## config.mk

```make
export PLATFORM = sky130hd
export DESIGN_NAME = fetch_unit
export DESIGN_NICKNAME = d
export VERILOG_FILES = /design/src/rtl/riscv_pkg.sv /design/src/rtl/fetch_fifo.sv /design/src/rtl/fetch_unit.sv
export SDC_FILE = /design/constraint.sdc
export NUM_CORES = 1
export LEC_CHECK = 0
export ABC_AREA = 1
export BUFFER_PORTS_ARGS = -buffer_cell sky130_fd_sc_hd__buf_2
export CORE_ASPECT_RATIO = 1.75
export CORE_UTILIZATION = 57
export DETAILED_ROUTE_END_ITERATION = 16
export HOLD_SLACK_MARGIN = 0.02
export PLACE_DENSITY = 0.85
export SYNTH_ARGS = -nofsm -noshare
export SYNTH_HDL_FRONTEND = slang
export SYNTH_HIERARCHICAL = 1
export SYNTH_SLANG_ARGS = --single-unit
```

## constraint.sdc

```tcl
create_clock -name clk -period 4.1 [get_ports clk]
set_input_delay 0.41 -clock clk [delete_from_list [all_inputs] [get_ports clk]]
set_output_delay 0.41 -clock clk [all_outputs]
set_load 0.02 [all_outputs]
```

## src/rtl/riscv_pkg.sv

```systemverilog
// Shared rv32 core types: fetch FIFO entry, fetch FSM states and the canonical NOP encoding.
package riscv_pkg;

  localparam logic [31:0] NOP = 32'h0000_0013;

  typedef struct packed {
    logic [31:0] pc;
    logic [31:0] instr;
  } fetch_entry_t;

  typedef enum logic [1:0] {
    BOOT = 2'd0,
    RUN  = 2'd1,
    TRAP = 2'd2
  } fetch_state_t;

endpackage

```

## src/rtl/fetch_fifo.sv

```systemverilog
// Small synchronous FIFO of fetched {pc, instr} entries; flush wins over push and pop.
module fetch_fifo
  import riscv_pkg::*;
#(
  parameter  int BUF_DEPTH = 2,
  localparam int AW        = $clog2(BUF_DEPTH),
  localparam int CW        = AW + 1
) (
  input  logic          clk,
  input  logic          resetn,
  input  logic          push,
  input  fetch_entry_t  push_data,
  input  logic          pop,
  input  logic          flush,
  output fetch_entry_t  head,
  output logic          empty,
  output logic          full,
  output logic [CW-1:0] count
);

  fetch_entry_t  mem [BUF_DEPTH];
  logic [AW-1:0] wr_ptr;
  logic [AW-1:0] rd_ptr;

  assign head  = mem[rd_ptr];
  assign empty = (count == '0);
  assign full  = (count == CW'(BUF_DEPTH));

  // NOTE: the storage is reset too, so the presented head reads as all-zero coming out of reset.
  always_ff @(posedge clk or negedge resetn) begin
    if (!resetn) begin
      for (int i = 0; i < BUF_DEPTH; i++) mem[i] <= '0;
      wr_ptr <= '0;
      rd_ptr <= '0;
      count  <= '0;
    end else if (flush) begin
      wr_ptr <= '0;
      rd_ptr <= '0;
      count  <= '0;
    end else begin
      if (push) begin
        mem[wr_ptr] <= push_data;
        wr_ptr      <= wr_ptr + 1'b1;
      end
      if (pop) rd_ptr <= rd_ptr + 1'b1;
      count <= count + CW'(push) - CW'(pop);
    end
  end

endmodule

```

## src/rtl/fetch_unit.sv

```systemverilog
// rv32 instruction fetch: owns the PC, reads a 1-cycle BRAM and feeds decode over valid/ready.
// Optional FETCH_MISALIGN_TRAP_EN: a misaligned redirect presents an id_exc entry instead of aligning.
module fetch_unit
  import riscv_pkg::*;
#(
  parameter logic [31:0] RESET_PC  = 32'h0000_0000,
  parameter int          BUF_DEPTH = 2
) (
  input  logic        clk,
  input  logic        resetn,
  output logic        imem_en,
  output logic [31:0] imem_addr,
  input  logic [31:0] imem_rdata,
  input  logic        redirect_valid,
  input  logic [31:0] redirect_pc,
  output logic        id_valid,
  input  logic        id_ready,
  output logic [31:0] id_pc,
  output logic [31:0] id_instr
`ifdef FETCH_MISALIGN_TRAP_EN
  ,
  output logic        id_exc
`endif
);

  localparam int CW = $clog2(BUF_DEPTH) + 1;

  fetch_state_t  state;
  logic [31:0]   pc;
  logic [31:0]   issued_pc;
  logic [31:0]   issue_addr;
  logic [31:0]   redir_pc;
  logic          inflight;
  logic          issue;
  logic          redir;
  logic          misaligned;
  logic          fifo_valid;
  logic          push;
  logic          pop;
  logic          empty;
  logic          full;
  logic [CW-1:0] count;
  logic [CW:0]   occ_after;
  fetch_entry_t  head;
  fetch_entry_t  push_data;

  assign redir      = redirect_valid & resetn;
  assign redir_pc   = redirect_pc & 32'hFFFF_FFFC;
  assign fifo_valid = !empty && !redir;
  assign pop        = fifo_valid && id_ready;
  assign push       = inflight && !redir;
  assign push_data  = '{pc: issued_pc, instr: imem_rdata};
  // Entries committed once this cycle settles, counting the response still on the BRAM bus.
  assign occ_after  = (CW+1)'(count) + (CW+1)'(inflight) - (CW+1)'(pop);

  // NOTE: every output of this block gets a default first, so no path leaves a latch behind.
  always_comb begin
    issue      = 1'b0;
    issue_addr = pc;
    if (redir) begin
      issue      = !misaligned;
      issue_addr = redir_pc;
    end else if (state == BOOT) begin
      issue = 1'b1;
    end else if (state == RUN) begin
      issue = (occ_after < (CW+1)'(BUF_DEPTH));
    end
  end

  assign imem_en   = issue & resetn;
  assign imem_addr = issue_addr;

  // NOTE: state registers use non-blocking assignments so every flop samples pre-edge values.
  always_ff @(posedge clk or negedge resetn) begin
    if (!resetn) begin
      state     <= BOOT;
      pc        <= RESET_PC;
      issued_pc <= RESET_PC;
      inflight  <= 1'b0;
    end else begin
      inflight <= issue;
      if (issue) begin
        pc        <= issue_addr + 32'd4;
        issued_pc <= issue_addr;
      end
      if (redir)               state <= misaligned ? TRAP : RUN;
      else if (state == BOOT)  state <= RUN;
    end
  end

  fetch_fifo #(.BUF_DEPTH(BUF_DEPTH)) u_fifo (
    .clk       (clk),
    .resetn    (resetn),
    .push      (push),
    .push_data (push_data),
    .pop       (pop),
    .flush     (redir),
    .head      (head),
    .empty     (empty),
    .full      (full),
    .count     (count)
  );

  // The issue rule must keep a push into a full FIFO always paired with a pop.
  assert property (@(posedge clk) disable iff (!resetn) !(full && push && !pop));

`ifdef FETCH_MISALIGN_TRAP_EN
  logic        trap_pending;
  logic        trap_valid;
  logic [31:0] trap_pc;

  assign misaligned = (redirect_pc[1:0] != 2'b00);
  assign trap_valid = trap_pending && !redir;
  assign id_valid   = fifo_valid || trap_valid;
  assign id_exc     = trap_valid;
  assign id_pc      = trap_pending ? trap_pc : head.pc;
  assign id_instr   = trap_pending ? NOP : head.instr;

  always_ff @(posedge clk or negedge resetn) begin
    if (!resetn) begin
      trap_pending <= 1'b0;
      trap_pc      <= '0;
    end else if (redir) begin
      trap_pending <= misaligned;
      trap_pc      <= redirect_pc;
    end else if (trap_valid && id_ready) begin
      trap_pending <= 1'b0;
    end
  end
`else
  assign misaligned = 1'b0;
  assign id_valid   = fifo_valid;
  assign id_pc      = head.pc;
  assign id_instr   = head.instr;
`endif

endmodule

```

-- After elaboration in Yosys (flattened, before gate mapping)
Cells that the tools add are included.
- register bits after elaboration: 199
- bits of input ports: 68
- output and inout port bits: 98
- logic and storage cells: 57
- add/sub/neg operators: 7
- order comparisons: 4
- equal/unequal tests: 1
- multiplexer cells: 17
- bitwise logic cells: 5
- reduce and logical (&&, ||, !) cells: 12
- operators with widths (cell ; number):
    $mux W64 ; 4
    $bwmux W128 ; 1
    $demux W64 S1 ; 1
    $add A32 B3 Y32 const B ; 1
    $mux W32 ; 1
    $mux W1 ; 7
    $mux W2 ; 3
    $reduce_bool A2 Y1 ; 3
    $ge A2 B2 Y1 const B ; 2
    $logic_and A1 B1 Y1 ; 4
    $logic_not A2 Y1 ; 2
    $not A1 Y2 ; 2
    $add A2 B1 Y3 ; 1
    $lt A3 B2 Y1 const B ; 1
    $sub A3 B1 Y3 ; 1
    $add A1 B1 Y1 const B ; 2
    $add A2 B1 Y2 ; 1
    $and A1 B1 Y1 ; 2
    $eq A2 B1 Y1 const B ; 1
    $logic_not A1 Y1 ; 2
    $lt A2 B1 Y1 const B ; 1
    $reduce_and A2 Y1 ; 1
    $sub A2 B1 Y2 ; 1
    $not A1 Y1 ; 1

-- Longest topological paths before layout
Gate-level depths: netlist of the first run.
- depth after elaboration: 10
- depth in mapped cells: 16
- depth with buffers taken out: 13

-- By module
Netlist of the first run, hierarchy kept.
- by module, submodules not included (module ; instances ; cells an instance ; area each (um^2) ; sequential area each (um^2)):
    fetch_fifo ; 1 ; 575 ; 6089.6 ; 3303.2
    fetch_unit ; 1 ; 519 ; 3950.0 ; 1601.5

-- Worst setup path before layout of the first run
Ideal clock, no wire load.
- path type: input to output
- start: in resetn
- end: out imem_en
- arrival: 2985 ps
- required time: 3690 ps
- slack: 705 ps
- cell stages on the path: 15
- buffers on the path: 4
- cell sequence: buf_6 nand2_8 buf_6 inv_2 nor3b_1 ha_1 nor2_1 fa_1 a21oi_1 o21ai_0 nand3_2 inv_2 buf_2 buf_2 nor2_1
- word-level cells in the longest chain between the ends: 10
- ends and longest elaborated chain (what ; RTL line ; source):
    start: declaration ; fetch_unit.sv:10 ; input logic resetn,
    $and A1 B1 Y1 ; fetch_unit.sv:47 ; assign redir = redirect_valid & resetn;
    via redir ; fetch_unit.sv:35 ; logic redir;
    $logic_not A1 Y1 ; fetch_unit.sv:49 ; assign fifo_valid = !empty && !redir;
    $logic_and A1 B1 Y1 ; fetch_unit.sv:49 ;
    $logic_and A1 B1 Y1 ; fetch_unit.sv:50 ; assign pop = fifo_valid && id_ready;
    via pop ; fetch_unit.sv:39 ; logic pop;
    $sub A3 B1 Y3 ; fetch_unit.sv:54 ; assign occ_after = (CW+1)'(count) + (CW+1)'(inflight) - (CW+1)'(pop);
    $lt A3 B2 Y1 ; fetch_unit.sv:66 ; issue = (occ_after < (CW+1)'(BUF_DEPTH));
    $mux W1 ; fetch_unit.sv:65 ; end else if (state == RUN) begin
    $mux W1 ; fetch_unit.sv:63 ; end else if (state == BOOT) begin
    $mux W1 ; fetch_unit.sv:60 ; if (redir) begin
    $and A1 B1 Y1 ; fetch_unit.sv:70 ; assign imem_en = issue & resetn;
    end: declaration ; fetch_unit.sv:11 ; output logic imem_en,
The timed path passes the listed nets, and every way through them passes these cells.

-- Worst setup path after layout of the first run
- start: reg u_fifo.count[1]
- end: out imem_en
- word-level cells in the longest chain between the ends: 10
- elaborated cells on any way between the ends: 11
- those cells by class: add/sub: 2; order compare: 1; mux: 3; bitwise: 1; reduce/logical: 4
- ends and longest elaborated chain (what ; RTL line ; source):
    start: declaration ; fetch_fifo.sv:18 ; output logic [CW-1:0] count
    start signal: assignment ; fetch_fifo.sv:46 ; count <= count + CW'(push) - CW'(pop);
    $logic_not A2 Y1 ; fetch_fifo.sv:26 ; assign empty = (count == '0);
    via empty ; fetch_unit.sv:40 ; logic empty;
    $logic_not A1 Y1 ; fetch_unit.sv:49 ;
    $logic_and A1 B1 Y1 ; fetch_unit.sv:49 ;
    $logic_and A1 B1 Y1 ; fetch_unit.sv:50 ;
    via pop ; fetch_unit.sv:39 ;
    $sub A3 B1 Y3 ; fetch_unit.sv:54 ;
    $lt A3 B2 Y1 ; fetch_unit.sv:66 ;
    $mux W1 ; fetch_unit.sv:65 ;
    $mux W1 ; fetch_unit.sv:63 ;
    $mux W1 ; fetch_unit.sv:60 ;
    $and A1 B1 Y1 ; fetch_unit.sv:70 ;
The timed path passes the listed nets, and every way through them passes these cells.

==> results of run 1 <==
[layout make-up]
cell class | instances | share of cell area [%]
Sequential cell | 196 | 43.13
Multi-Input combinational cell | 731 | 37.19
Clock buffer | 19 | 3.982
Timing Repair Buffer | 177 | 8.535
Inverter | 109 | 3.597
Clock inverter | 12 | 1.078
Tap cell | 227 | 2.497
[routing by layer]
layer	vias to the layer above	GRT usage [%]	share of wire, %
met5	-	0	0
met1	3771	30.45	40
met4	0	12.92	3.7
li1	3784	-	-
met2	202	45.58	53
met3	53	3.584	3.2
[where the power goes]
| group | leakage, uW | total [uW] | switching, uW | internal, uW |
|---|---|---|---|---|
| combinational | 0.00306 | 4230 | 2700 | 1530 |
| sequential | 0.00246 | 3270 | 486 | 2780 |
| clock | 0.000272 | 1630 | 750 | 881 |
[state kept, by name (all words and copies together) (netlist names)]
name,cells
inflight,1
issued_pc,30
pc,32
state,1
u_fifo/count,2
u_fifo/mem,128
u_fifo/rd_ptr,1
u_fifo/wr_ptr,1
[worst paths after layout]
check                      cells after the start       startpoint        endpoint  slack [ps]
min in group clk                               3   imem_rdata[26]  u_fifo/mem[26]         240
max in group asynchronous                      3           resetn  u_fifo/mem[65]        2540
setup / recovery                              11  u_fifo/count[1]         imem_en         430
hold reg to reg                                2    u_fifo/mem[9]   u_fifo/mem[9]         480
hold / removal                                 2           resetn           pc[3]         160
setup reg to reg                              12  u_fifo/count[1]          pc[21]         890
[critical path, delay by kind of cell, from the launching register on]
family                     cells  cell delay [ps]
and+or+nand+nor                5              980
DFF                            1              440
AOI/OAI and AO/OA              2              250
buffers and inverters          2              400
adders and majority gates      2              760
[cells in the final DEF, fill, tap and decap left out, types with 17 or more instances in the layout]
cell type and instances:
buf_2 162, mux2_2 64, dfrtp_1 195, nand2_2 35, nand2_1 291, nor2_1 53
o21ai_2 65, inv_1 105, clkbuf_16 17, o21ai_0 28, nand3_1 66, o21ai_1 55
[stage by stage]
stage	power [uW]	instances
4_1_cts	9176	1471
2_1_floorplan	6465	1093
3_5_place_dp	7488	1438
5_1_grt	9773	1471
3_3_place_gp	7295	1438
6_report	9128	1471
==> results.cfg, run 1 <==
[outcome]
status = completed

[finish]
nFillCells = 1410
postLayoutCellArea_um2 = 11380
drive_above_1_share_pct = 33.20
final_util_pct = 66.51
final-seq-area_um2 = 4906
num_antenna_cells = 0
multi_input_area_um2 = 4230
nNetsFinal = 1305
area_growth_pct = 13.35

[global_route]
grt_pass1_vias = 7779
grt_max_degree = 111
grt_pass1_wl_um = 36720
grt.total_usage_pct = 25.94
grt_overflow = 0
antenna_found_initial = 0

[floorplan]
pin_count = 166
row_count = 63
core_um2 = 17110
die_area_um2 = 18160
die_width_um = 102.3
start_util_pct = 58.67
die_height_um = 177.5

[place]
dp.final_hpwl_um = 15070
place_ws_ps = 419.8
place_area_um2 = 10770
port_buffers = 163
gp_congestion = 0.9412

[timing]
setup_violations = 0
max_freq_mhz = 272.3
rsz0062_at_grt = no
finalHoldViolCount = 0
worst_slack_ps = 427.7
slew-limit-headroom_pct = 39.21
fin_crit_sh_pct = 89.57
worst_pin_slew_ps = 911.9
fin_worst_skew_ps = 9.540
setup_tns_ps = 0
drv_slew = 0
hold-worst-slack_ps = 155.7
min_period_ps = 3672

[routing]
routed_wl_um = 22320
firstDrtPassIters = 5
ant_nets = 0
drc = 0
vias_per_cell = 5.309
detailroute.via_count = 7810
avgRoutedWirePerCell_um = 15.17
drt_iter0_markers = 416

[yosys]
synthesis.area_um2 = 10040
yosys_warnings = 6
synth.avg_cell_area_um2 = 9.182
syn_nets = 1166
synthCells = 1093

[clocking]
htreeDepth = 4
cts_max_path_buffers = 2
numCtsBuffers = 17
post_cts_resized = 0
ctsHoldBuffers = 2
clock_latency_ps = 430
clk_pin_slew_ps = 70
cts_root_buffer = clkbuf_16
clock_sinks = 196
postCtsSetupBuffers = 0
cts_tree = yes

[setup_path]
crit_path_end_kind = output port
cp_common_cell = nor2_1
path_class = reg2out
path_cells = nor2_1 -> nor3b_1 -> ha_1 -> nor2_1 -> fa_1 -> a21oi_1 -> o21ai_0 -> nand3_2 -> inv_2 -> nor2_1 -> buf_2
required_ps = 3690
worst_path_max_delay_cell = dfrtp_1
critPathArrivalTime_ps = 3260
start_kind = register
cp_slowest_stage_delay_ps = 440
crit_fanout = 26

[power]
p_leak_uw = 0.005794
ir_drop_v = 0.0003582
p_per_area_nw_per_um2 = 802.4

[job]
drv_cap = 0

[hold_path]
min_path_type = in2async
Note: power is estimated with default switching activity, not from simulation.
==> run 2, diff against run 1 <==
ABC_AREA = default   (was 1)
==> run 2 against run 1 <==
Against the previous run: synthesized area down 3.2%; routed wire length down 9.9%; register-to-register slack improved by 270 ps; final area is 1.8% lower; count of clock-buffer cells in the layout down 2; critical path depth is 1 lower; clock skew rose by 4.8 ps; utilization grew 1.1 points; sequential power up 7.0%; non-clock buffer count is the same; critical path type unchanged; largest cell class unchanged; highest routed layer unchanged.
==> results.cfg, run 2 <==
[outcome]
status = completed

[clocking]
numCtsBuffers = 17
htreeDepth = 4
cts_tree = yes
clk_pin_slew_ps = 70
ctsHoldBuffers = 0
clock_latency_ps = 430
clock_sinks = 196
cts_max_path_buffers = 2
postCtsSetupBuffers = 0
post_cts_resized = 0
cts_root_buffer = clkbuf_16

[setup_path]
start_kind = register
critPathArrivalTime_ps = 2940
required_ps = 3690
crit_fanout = 19
cp_slowest_stage_delay_ps = 430
path_buf_inv = 2
worst_path_max_delay_cell = dfrtp_1
crit_family = adder cells
path_class = reg2out
crit_path_end_kind = output port
path_cells = nor2_1 -> nor2_1 -> and2_1 -> ha_1 -> nor2b_1 -> fa_1 -> o211a_1 -> inv_2 -> and2_1 -> buf_2

[floorplan]
die_height_um = 174.7
die_width_um = 100.7
start_util_pct = 58.78
core_um2 = 16520
die_area_um2 = 17590
pin_count = 166
row_count = 62

[timing]
setup_violations = 0
setup_tns_ps = 0
drv_slew = 0
fin_worst_skew_ps = 14.36
finalHoldViolCount = 0
worst_slack_ps = 753.7
fin_crit_sh_pct = 81.62
max_freq_mhz = 298.8
rsz0062_at_grt = no
worst_pin_slew_ps = 975.2
min_period_ps = 3346
slew-limit-headroom_pct = 34.98

[yosys]
syn_nets = 858
synth.avg_cell_area_um2 = 12.37
synthesis.area_um2 = 9713
synthCells = 785
yosys_warnings = 6

[routing]
detailroute.via_count = 6463
avgRoutedWirePerCell_um = 17.13
routed_wl_um = 20100
drt_iter0_markers = 287
ant_nets = 0
drc = 0
vias_per_cell = 5.510
firstDrtPassIters = 4

[job]
drv_cap = 0

[global_route]
grt_overflow = 0
grt_pass1_wl_um = 32680
grt.total_usage_pct = 23.93
grt_pass1_vias = 6524
grt_max_degree = 81
antenna_found_initial = 0

[place]
dp.final_hpwl_um = 14020
port_buffers = 163
gp_congestion = 0.8801
place_ws_ps = 809.6

[finish]
nNetsFinal = 1010
final_common_cell = dfrtp_1
largest_reg_flops = 128
area_growth_pct = 15.05
reg_top3 = u_fifo/mem x128, pc x32, issued_pc x30
drive_above_1_share_pct = 43.94
num_antenna_cells = 0
final_cell_mix = dfrtp_1, buf_2, mux2_2
top_register = u_fifo/mem

[power]
p_leak_uw = 0.005143
ir_drop_v = 0.0006862
p_per_area_nw_per_um2 = 872.8

[hold_path]
min_path_type = in2async
[run 2: through the flow]
step	cell area, um2	instances	power, uW	utilization, %	hold slack [ps]
2_1_floorplan	9713	785	6974	-	114.4
3_3_place_gp	10600	1142	7997	64.18	451.3
4_1_cts	11170	1173	9831	67.63	195.6
5_1_grt	11170	1173	10360	67.63	213.0
3_5_place_dp	10600	1142	8173	64.18	457.3
6_report	11170	1173	9753	67.63	172.0
[run 2: worst register-to-register path, cell delays in order, from the launching register on]
cell      delay, ps
dfrtp_1         430
nor2_1          110
nor2_1           60
and2_1          200
ha_1            300
nor2b_1         140
fa_1            420
o211a_1         260
inv_2           260
buf_4           420
nand2b_1        120
o21a_1          120
[run 2: report_power, final]
group	internal (uW)	switching (uW)	total, uW
logic	2200	2430	4630
clock network	854	768	1620
registers	2890	615	3500
total	5940	3810	9750
[run 2: path summary, 6_finish.rpt]
path                            startpoint         endpoint  slack [ps]  cells after the start
max                        u_fifo/count[1]          imem_en         750                     10
min                                 resetn  u_fifo/count[1]         170                      2
max reg2reg                u_fifo/count[1]     issued_pc[2]        1160                     11
min reg2reg                          pc[3]            pc[3]         470                      2
max in group asynchronous           resetn   u_fifo/mem[42]        2430                      3
min in group clk            imem_rdata[25]   u_fifo/mem[25]         220                      2
[run 2: cell type report]
class,count,area (um2)
timing repair buffer,177,979.7
inverter,25,98.84
fill,1231,5349
multi-input combinational,520,4339
sequential,196,4906
clock buffer,17,425.4
tap,224,280.3
clock inverter,14,145.1
[run 2: per-layer routing]
metal / up-vias / routed length (um) / global-route usage (%)
li1: 3028 / - / -
met1: 3211 / 8385 / 30.19
met2: 197 / 10510 / 41.01
met3: 27 / 805 / 4.120
met4: 0 / 400 / 8.514
met5: - / 0 / 0
